[src/rtl/toggle_port_responder_if.sv]
// Toggle req/ack request port plus valid/grant memory port of the toggle port responder.
interface toggle_port_responder_if #(
  parameter int unsigned AW = 23,
  parameter int unsigned DW = 16
);
  logic          port_req;
  logic          port_ack;
  logic [AW-1:0] port_a;
  logic [1:0]    port_ds;
  logic          port_we;
  logic [DW-1:0] port_d;
  logic [DW-1:0] port_q;
  logic          mem_req;
  logic          mem_gnt;
  logic [AW-1:0] mem_a;
  logic [1:0]    mem_ds;
  logic          mem_we;
  logic [DW-1:0] mem_d;
  logic          mem_rvalid;
  logic [DW-1:0] mem_q;

  // Responder view: serves the request port, drives the memory port.
  modport slave (
    input  port_req, port_a, port_ds, port_we, port_d, mem_gnt, mem_rvalid, mem_q,
    output port_ack, port_q, mem_req, mem_a, mem_ds, mem_we, mem_d
  );

  // Environment view: requester plus memory.
  modport master (
    output port_req, port_a, port_ds, port_we, port_d, mem_gnt, mem_rvalid, mem_q,
    input  port_ack, port_q, mem_req, mem_a, mem_ds, mem_we, mem_d
  );
endinterface

[src/rtl/toggle_port_responder.sv]
// Responder for the toggle req/ack port: queues each request edge in a small FIFO and
// replays it on a valid/grant memory port, toggling port_ack once per completed access.
module toggle_port_responder #(
  parameter int unsigned AW         = 23,
  parameter int unsigned DW         = 16,
  parameter int unsigned DEPTH_LOG2 = 2
) (
  input  logic                    clk_sys,
  input  logic                    reset,
  toggle_port_responder_if.slave  bus,
  output logic                    busy,
  output logic                    overflow
);

  localparam int unsigned DEPTH = 1 << DEPTH_LOG2;
  localparam int unsigned PW    = DEPTH_LOG2 + 1;

  localparam logic [1:0] S_IDLE    = 2'd0;
  localparam logic [1:0] S_ISSUE   = 2'd1;
  localparam logic [1:0] S_WAIT_RD = 2'd2;

  typedef struct packed {
    logic [AW-1:0] a;
    logic [1:0]    ds;
    logic          we;
    logic [DW-1:0] d;
  } req_t;

  logic [1:0]    state_q, state_d;
  logic          req_last_q;
  logic [PW-1:0] wr_ptr_q, wr_ptr_d;
  logic [PW-1:0] rd_ptr_q, rd_ptr_d;
  req_t          fifo_mem_q [DEPTH];
  req_t          mem_cmd_q, mem_cmd_d;
  logic          mem_req_q, mem_req_d;
  logic          port_ack_q, port_ack_d;
  logic [DW-1:0] port_q_q, port_q_d;
  logic          busy_q, busy_d;
  logic          overflow_q, overflow_d;

  logic          req_edge;
  logic          fifo_empty;
  logic          fifo_full;
  logic          push;
  logic          pop;
  logic          bypass;
  req_t          in_req;
  req_t          head;

  always_comb begin
    in_req     = {bus.port_a, bus.port_ds, bus.port_we, bus.port_d};
    head       = fifo_mem_q[rd_ptr_q[DEPTH_LOG2-1:0]];
    req_edge   = bus.port_req ^ req_last_q;
    fifo_empty = (wr_ptr_q == rd_ptr_q);
    fifo_full  = (wr_ptr_q[PW-1] != rd_ptr_q[PW-1]) &&
                 (wr_ptr_q[DEPTH_LOG2-1:0] == rd_ptr_q[DEPTH_LOG2-1:0]);
  end

  // Access sequencer; an edge into an idle, empty responder bypasses the FIFO.
  always_comb begin
    state_d    = state_q;
    mem_cmd_d  = mem_cmd_q;
    mem_req_d  = mem_req_q;
    port_ack_d = port_ack_q;
    port_q_d   = port_q_q;
    pop        = 1'b0;
    bypass     = 1'b0;

    case (state_q)
      S_IDLE: begin
        if (!fifo_empty) begin
          pop       = 1'b1;
          mem_cmd_d = head;
          mem_req_d = 1'b1;
          state_d   = S_ISSUE;
        end else if (req_edge) begin
          bypass    = 1'b1;
          mem_cmd_d = in_req;
          mem_req_d = 1'b1;
          state_d   = S_ISSUE;
        end
      end
      S_ISSUE: begin
        if (bus.mem_gnt) begin
          mem_req_d = 1'b0;
          if (mem_cmd_q.we) begin
            port_ack_d = ~port_ack_q;
            state_d    = S_IDLE;
          end else begin
            state_d = S_WAIT_RD;
          end
        end
      end
      S_WAIT_RD: begin
        if (bus.mem_rvalid) begin
          port_q_d   = bus.mem_q;
          port_ack_d = ~port_ack_q;
          state_d    = S_IDLE;
        end
      end
      default: begin
        mem_req_d = 1'b0;
        state_d   = S_IDLE;
      end
    endcase

    push       = req_edge && !bypass && (!fifo_full || pop);
    overflow_d = overflow_q || (req_edge && fifo_full && !pop);
    wr_ptr_d   = wr_ptr_q + PW'(push);
    rd_ptr_d   = rd_ptr_q + PW'(pop);
    busy_d     = (wr_ptr_d != rd_ptr_d) || (state_d != S_IDLE);
  end

  always_ff @(posedge clk_sys) begin
    if (reset) begin
      state_q    <= S_IDLE;
      req_last_q <= bus.port_req;
      wr_ptr_q   <= '0;
      rd_ptr_q   <= '0;
      mem_cmd_q  <= '0;
      mem_req_q  <= 1'b0;
      port_ack_q <= 1'b0;
      port_q_q   <= '0;
      busy_q     <= 1'b0;
      overflow_q <= 1'b0;
    end else begin
      state_q    <= state_d;
      req_last_q <= bus.port_req;
      wr_ptr_q   <= wr_ptr_d;
      rd_ptr_q   <= rd_ptr_d;
      mem_cmd_q  <= mem_cmd_d;
      mem_req_q  <= mem_req_d;
      port_ack_q <= port_ack_d;
      port_q_q   <= port_q_d;
      busy_q     <= busy_d;
      overflow_q <= overflow_d;
    end
  end

  // Storage needs no reset: pointers alone define occupancy.
  always_ff @(posedge clk_sys) begin
    if (push) begin
      fifo_mem_q[wr_ptr_q[DEPTH_LOG2-1:0]] <= in_req;
    end
  end

  assign bus.port_ack = port_ack_q;
  assign bus.port_q   = port_q_q;
  assign bus.mem_req  = mem_req_q;
  assign bus.mem_a    = mem_cmd_q.a;
  assign bus.mem_ds   = mem_cmd_q.ds;
  assign bus.mem_we   = mem_cmd_q.we;
  assign bus.mem_d    = mem_cmd_q.d;
  assign busy         = busy_q;
  assign overflow     = overflow_q;

endmodule

[src/flat_wrapper.sv]
// flat-port wrapper written by rule: the top's interface ports become plain ports
module toggle_port_responder_flat 
#(
  parameter int unsigned AW         = 23,
  parameter int unsigned DW         = 16,
  parameter int unsigned DEPTH_LOG2 = 2
)
  (clk_sys, reset, busy, overflow, bus_port_req, bus_port_a, bus_port_ds, bus_port_we, bus_port_d, bus_mem_gnt, bus_mem_rvalid, bus_mem_q, bus_port_ack, bus_port_q, bus_mem_req, bus_mem_a, bus_mem_ds, bus_mem_we, bus_mem_d);
  toggle_port_responder_if #(.AW(AW), .DW(DW)) bus_i ();
  input  logic clk_sys;
  input  logic reset;
  output logic busy;
  output logic overflow;
  input wire logic [$bits(bus_i.port_req)-1:0] bus_port_req;
  input wire logic [$bits(bus_i.port_a)-1:0] bus_port_a;
  input wire logic [$bits(bus_i.port_ds)-1:0] bus_port_ds;
  input wire logic [$bits(bus_i.port_we)-1:0] bus_port_we;
  input wire logic [$bits(bus_i.port_d)-1:0] bus_port_d;
  input wire logic [$bits(bus_i.mem_gnt)-1:0] bus_mem_gnt;
  input wire logic [$bits(bus_i.mem_rvalid)-1:0] bus_mem_rvalid;
  input wire logic [$bits(bus_i.mem_q)-1:0] bus_mem_q;
  output wire logic [$bits(bus_i.port_ack)-1:0] bus_port_ack;
  output wire logic [$bits(bus_i.port_q)-1:0] bus_port_q;
  output wire logic [$bits(bus_i.mem_req)-1:0] bus_mem_req;
  output wire logic [$bits(bus_i.mem_a)-1:0] bus_mem_a;
  output wire logic [$bits(bus_i.mem_ds)-1:0] bus_mem_ds;
  output wire logic [$bits(bus_i.mem_we)-1:0] bus_mem_we;
  output wire logic [$bits(bus_i.mem_d)-1:0] bus_mem_d;
  assign bus_i.port_req = bus_port_req;
  assign bus_i.port_a = bus_port_a;
  assign bus_i.port_ds = bus_port_ds;
  assign bus_i.port_we = bus_port_we;
  assign bus_i.port_d = bus_port_d;
  assign bus_i.mem_gnt = bus_mem_gnt;
  assign bus_i.mem_rvalid = bus_mem_rvalid;
  assign bus_i.mem_q = bus_mem_q;
  assign bus_port_ack = bus_i.port_ack;
  assign bus_port_q = bus_i.port_q;
  assign bus_mem_req = bus_i.mem_req;
  assign bus_mem_a = bus_i.mem_a;
  assign bus_mem_ds = bus_i.mem_ds;
  assign bus_mem_we = bus_i.mem_we;
  assign bus_mem_d = bus_i.mem_d;
  toggle_port_responder #(.AW(AW), .DW(DW), .DEPTH_LOG2(DEPTH_LOG2)) u_core (.clk_sys(clk_sys), .reset(reset), .bus(bus_i), .busy(busy), .overflow(overflow));
endmodule
[config.mk]
export PLATFORM = sky130hd
export DESIGN_NAME = toggle_port_responder_flat
export DESIGN_NICKNAME = d
export VERILOG_FILES = /design/src/rtl/toggle_port_responder_if.sv /design/src/rtl/toggle_port_responder.sv /design/src/flat_wrapper.sv
export SDC_FILE = /design/constraint.sdc
export NUM_CORES = 1
export LEC_CHECK = 0
export ABC_AREA = 0
export BUFFER_PORTS_ARGS = -buffer_cell sky130_fd_sc_hd__buf_4
export CAP_MARGIN = 10
export CORE_AREA = 2 2 127 129
export CTS_CLUSTER_SIZE = 16
export DETAILED_ROUTE_END_ITERATION = 8
export DIE_AREA = 0 0 129 131
export PLACE_DENSITY_LB_ADDON = 0.08
export SYNTH_ARGS = -nofsm -noshare
export SYNTH_HDL_FRONTEND = slang
export SYNTH_SLANG_ARGS = --single-unit
[constraint.sdc]
create_clock -name clk_sys -period 12.5 [get_ports clk_sys]
set_input_delay 2.5 -clock clk_sys [delete_from_list [all_inputs] [get_ports clk_sys]]
set_output_delay 2.5 -clock clk_sys [all_outputs]
set_load 0.05 [all_outputs]
# Word level (Yosys, flattened, before mapping)
# Memories as Yosys holds them, arrays and structs flattened. A register that Yosys moved wholly into a read port is not among the register bits.
# Cells that the tools add are included.
[totals]
mem_bits_rw = 168
register_bits = 71
inputBits = 63
out_inout_bits = 62
elab_cells = 72
memories = 1
[classes]
bitwise = 3
mux = 24
reduce_logical = 18
addsub = 2
eq_ne = 11
[mem_list]
columns = ["name", "words", "word_bits", "rd", "rd_ports_with_merged_regs", "write_ports", "line_no", "text"]
rows = [
  ["u_core.fifo_mem_q", 4, 42, 1, 1, 1, "toggle_port_responder.sv:33", "req_t fifo_mem_q [DEPTH];"],
]
[ops]
columns = ["cell", "n"]
rows = [
  ["$mux W42", 2],
  ["$mux W1", 13],
  ["$mux W2", 6],
  ["$add A3 B1 Y3", 2],
  ["$pmux W2 S3", 1],
  ["$logic_and A1 B1 Y1", 5],
  ["$ne A2 B1 Y1 const B", 2],
  ["$ne A2 B2 Y1 const B", 2],
  ["$reduce_and A2 Y1", 2],
  ["$reduce_and A4 Y1", 1],
  ["$reduce_bool A2 Y1", 2],
  ["$eq A3 B3 Y1", 1],
  ["$logic_not A1 Y1", 3],
  ["$logic_or A1 B1 Y1", 3],
  ["$ne A3 B2 Y1 const B", 1],
  ["$ne A3 B3 Y1", 1],
  ["$pmux W1 S3", 1],
  ["$reduce_and A3 Y1", 1],
  ["$eq A2 B1 Y1 const B", 1],
  ["$eq A2 B2 Y1", 1],
  ["$eq A2 B2 Y1 const B", 1],
  ["$logic_not A2 Y1", 1],
  ["$not A1 Y1", 2],
  ["$pmux W1 S2", 1],
  ["2 further kinds", 2],
]

# Logic depth before layout (Yosys ltp)
[depth]
depth_word = 10
mapped_depth = 12
mapped_depth_nobuf = 10

# Least setup slack after synthesis
# Ideal clock, no wire load.
[synth_path]
path_kind = "input to register"
start = "input bus_port_req"
end = "memory u_core.fifo_mem_q[2][0] in the netlist's numbering (enable)"
t_required_ps = 11998
path_slack_ps = 5927
arrival_time_ps = 6071
cell_stages = 3
setup_ps = 502
cell_sequence = "xor2_1 -> o31ai_2 -> nor3b_1"
[synth_between]
elab_chain_len = 9
[synth_rtl]
columns = ["element", "line_no", "text"]
rows = [
  ["from (decl)", "flat_wrapper.sv:14", "input wire logic [$bits(bus_i.port_req)-1:0] bus_port_req;"],
  ["$xor A1 B1 Y1 *", "toggle_port_responder.sv:53", "req_edge = bus.port_req ^ req_last_q;"],
  ["$mux W1", "toggle_port_responder.sv:76", "end else if (req_edge) begin"],
  ["$mux W1", "toggle_port_responder.sv:71", "if (!fifo_empty) begin"],
  ["$mux W1", "toggle_port_responder.sv:69", "case (state_q)"],
  ["$logic_not A1 Y1", "toggle_port_responder.sv:107", "push = req_edge && !bypass && (!fifo_full || pop);"],
  ["$logic_and A1 B1 Y1 * (2 in series)", "toggle_port_responder.sv:107", ""],
  ["$mux W1 *", "toggle_port_responder.sv:142", "if (push) begin"],
  ["$mux W1 (implied by the code) *", "toggle_port_responder.sv:143", "fifo_mem_q[wr_ptr_q[DEPTH_LOG2-1:0]] <= in_req;"],
  ["to (decl)", "toggle_port_responder.sv:33", ""],
]
# Every way passes the cells marked *; elsewhere a longest branch is shown, timed or not.

# Final worst setup path
[layout_path]
start = "input bus_port_req"
end = "memory u_core.fifo_mem_q[3][33] in the netlist's numbering (enable)"
# Same word-level chain as after synthesis.

==> flow_summary.yaml <==
setup_path:
  cp_top_family: "simple AND/OR/NAND/NOR gates"
  slowest_stage: "and3_2"
  crit_top_cell: "buf_4"
  worstSetupStartpointType: "primary input"
  crit_start: "bus_port_req"
  ff2ff_path_depth: 5
  r2r_start: "u_core.rd_ptr_q[0]"
  r2r_setup_slack_ns: 9.42
  worst-path-max-fanout: 28
  crit_buf_inv: 3
  endpoint_kind: "flip-flop"
  crit_chain: "buf_4 > xor2_1 > o31ai_2 > inv_2 > and3_2 > buf_4"
  r2r_end: "u_core.bus.mem_a[8]"
  worstSetupPathType: "primary input to flip-flop"
  path_depth: 6
  slowest_delay_ns: 0.71
  endpoint: "u_core.fifo_mem_q[3][33]"
  worst-endpoint-required_ns: 12.68
  crit_arrival_ns: 4.30
global_route:
  grt.busiest_layer: "met2"
  met2_usage: 0.361
  grt_max_degree: 75
  overflow: 0
  met3_usage: 0.0379
  grt_pass1_vias: 5149
  gr-usage-met1: 0.279
  track_usage: 0.210
  antenna_found_initial: 0
  grt_first_pass_wirelength_mm: 27.2
sta:
  worstMarginPinSlew_ns: 1.08
  hold_viol: 0
  setup_tns_ns: 0
  fmaxAchievable_mhz: 243
  relSlewSlack: 0.282
  finalSetupViolCount: 0
  post-route-period-util: 0.329
  slew_viol_final: 0
  rsz0062_at_grt: "false"
  fin_skew_ns: 0.0122
  fin_crit_ns: 4.11
die:
  placementRows: 46
  core_sq_um: 15600
  die_area_sq_um: 16900
  ios: 125
  initial_core_util: 0.595
  die_x_um: 129
  die_h_um: 131
layout:
  nets: 737
  drive_gt1_frac: 0.381
  insertedDiodeCount: 0
  nFillCells: 1030
  final_area_sq_um: 11200
  areaGrowthSynthToFinish_pct: 20.2
routing:
  post_drt_wl_per_cell_um: 19.4
  detail-route-antenna-nets: 0
  vias_per_cell: 5.64
  drt_pass1_iterations: 5
  drc: 0
  drt_iter0_drc: 287
  wl_mm: 17.5
  vias: 5100
run_status:
  outcome: "finished, final reports clean"
synthesis:
  synth-seq-area-share: 0.697
  ys.warnings.count: 0
  ys_async_sr_fraction: 0
  synth_fp_nets: 610
  synth_compound_area_frac: 0.0720
  synth-main-ff-cell: "edfxtp_1"
  synthMuxAreaShare: 0.147
  synthAdderAreaFrac: 0.00539
  ys_seq_elements: 239
  synth_top_family_by_area: "multiplexers"
  synth_top_area_share: 0.543
  synth_edf_count: 168
  synth_xor_area_frac: 0.0121
  syn_area_per_cell_sq_um: 17.1
  ys_top_cells_by_area: "edfxtp_1, dfxtp_1, mux4_2"
  syn_inst: 543
  synth_area_leader_cell: "edfxtp_1"
  synth_area_sq_um: 9280
  yosysUniqueCellTypes: 34
  synthSimpleGateAreaFrac: 0.0437
clock_tree:
  htreeDepth: 1
  cts_buffers: 24
  clk_path_buf_depth: 3
  cts-hold-fix-buffers: 0
  cts_root_buf: "clkbuf_16"
  clkSlewWorstSetupHoldPaths_ns: 0.06
  cts_tree: "built"
  postCtsSetupBuffers: 0
  cts_sinks: 239
  clk_latency_ns: 0.50
  cts_resized: 0
worst_hold_path:
  holdCritPathClass: "flip-flop to flip-flop"
run:
  maxCapViolations: 0
pwr:
  powerDensity_nw_per_um2: 255
  power.total_mw: 2.85
  p_leak_nw: 4.08
  ir_worst_vdd_mv: 0.177
place:
  io_buffers: 124
  gp_congestion: 0.727
  place_hpwl_mm: 10.3
  place_area_sq_um: 10400
-- kinds of logic (layout without fill, tap and decap cells) --
group | Yosys count | in the layout
buffers and inverters | 38 | 183
and+or+nand+nor | 99 | 99
DFF | 239 | 239
muxes | 84 | 84
adders and majority gates | 4 | 4
xor gates and xnor gates | 12 | 12
AOI/OAI and AO/OA | 67 | 67
-- synth_stat cells, drive strengths merged (2+ instances only) --
cell,n
nor3b,2
inv,3
nor2,51
o31ai,2
clkbuf,15
a21oi,17
buf,20
mux4,42
xnor2,6
ha,4
nand2,34
dfxtp,71
a211oi,42
edfxtp,168
nor2b,4
mux2i,42
xor2,6
nor3,4
-- routing by layer --
| layer | part of all wire | vias up |
|---|---|---|
| li1 | - | 2343 |
| met1 | 0.42 | 2561 |
| met2 | 0.50 | 169 |
| met3 | 0.065 | 27 |
| met4 | 0.016 | 0 |
| met5 | 0 | - |
-- state kept, by name, indices dropped and copies added, names as in the netlist --
| name | cells |
|---|---|
| u_core.fifo_mem_q | 168 |
| u_core.bus.mem_a | 23 |
| u_core.state_q | 2 |
| u_core.rd_ptr_q | 3 |
| u_core.bus.mem_we | 1 |
| u_core.bus.mem_d | 16 |
| u_core.overflow | 1 |
| u_core.req_last_q | 1 |
| u_core.bus.port_q | 16 |
| u_core.bus.mem_req | 1 |
| u_core.busy | 1 |
| u_core.wr_ptr_q | 3 |
| u_core.bus.mem_ds | 2 |
| u_core.bus.port_ack | 1 |
-- worst register-to-register path, cell delays in order, from the launching register on --
cell	delay (ns)
dfxtp_4	0.97
xor2_1	0.40
o41a_2	0.39
buf_4	0.78
nor2_1	0.21
a211oi_2	0.24
-- worst min-delay path by stage --
stage,from,endpoint,cells past startpoint
after floorplan,u_core.rd_ptr_q[2],u_core.rd_ptr_q[2],2
after global placement,u_core.bus.port_q[0],u_core.bus.port_q[0],2
after detailed placement,u_core.bus.port_q[13],u_core.bus.port_q[13],2
after CTS,u_core.bus.port_q[13],u_core.bus.port_q[13],2
after global routing,u_core.bus.port_q[8],u_core.bus.port_q[8],2
final,u_core.bus.port_q[13],u_core.bus.port_q[13],2
-- cell type report --
type                    count  area, sq um  share of cell area
repair buffers            136         1020              0.0915
clock buffers              37          701              0.0628
inverters                   3         11.3             0.00101
clock inverters             7         57.6             0.00516
multi-input cells         266         2630               0.235
well taps                 216          270              0.0242
flip-flops and latches    239         6470               0.580
-- cells in the final DEF (no fill, tap or decap), types with 2 or more instances in the layout --
master,Yosys,final
buf_4,6,136
nor3_2,0,2
a211oi_1,3,3
inv_1,2,2
xor2_1,5,5
mux4_2,42,42
nor3_1,4,2
clkinv_1,0,2
nor3b_2,0,2
nor2_1,51,51
clkbuf_8,0,3
clkinv_2,0,4
edfxtp_1,168,168
clkbuf_16,0,25
xnor2_1,6,6
dfxtp_1,71,69
ha_1,4,4
a211oi_2,39,39
mux2i_1,42,42
nand2_1,34,34
clkbuf_1,15,9
a21oi_1,17,17
nor2b_1,4,4
-- through the flow --
step           worst slack, ns  utilization  hold slack (ns)  std cells
2_1_floorplan             5.93            -            0.537        543
3_3_place_gp              7.92        0.667            0.442        860
6_report                  8.39        0.715            0.454        904
5_1_grt                   8.23        0.715            0.471        904
3_5_place_dp              7.86        0.667            0.447        860
4_1_cts                   8.38        0.715            0.455        904
-- power by group --
group	switching [mW]	internal (mW)	total [mW]
clock network	0.277	0.405	0.682
registers	0.0886	1.03	1.11
logic	0.657	0.396	1.05
total	1.02	1.83	2.85
(Power assumes the default switching activity.)
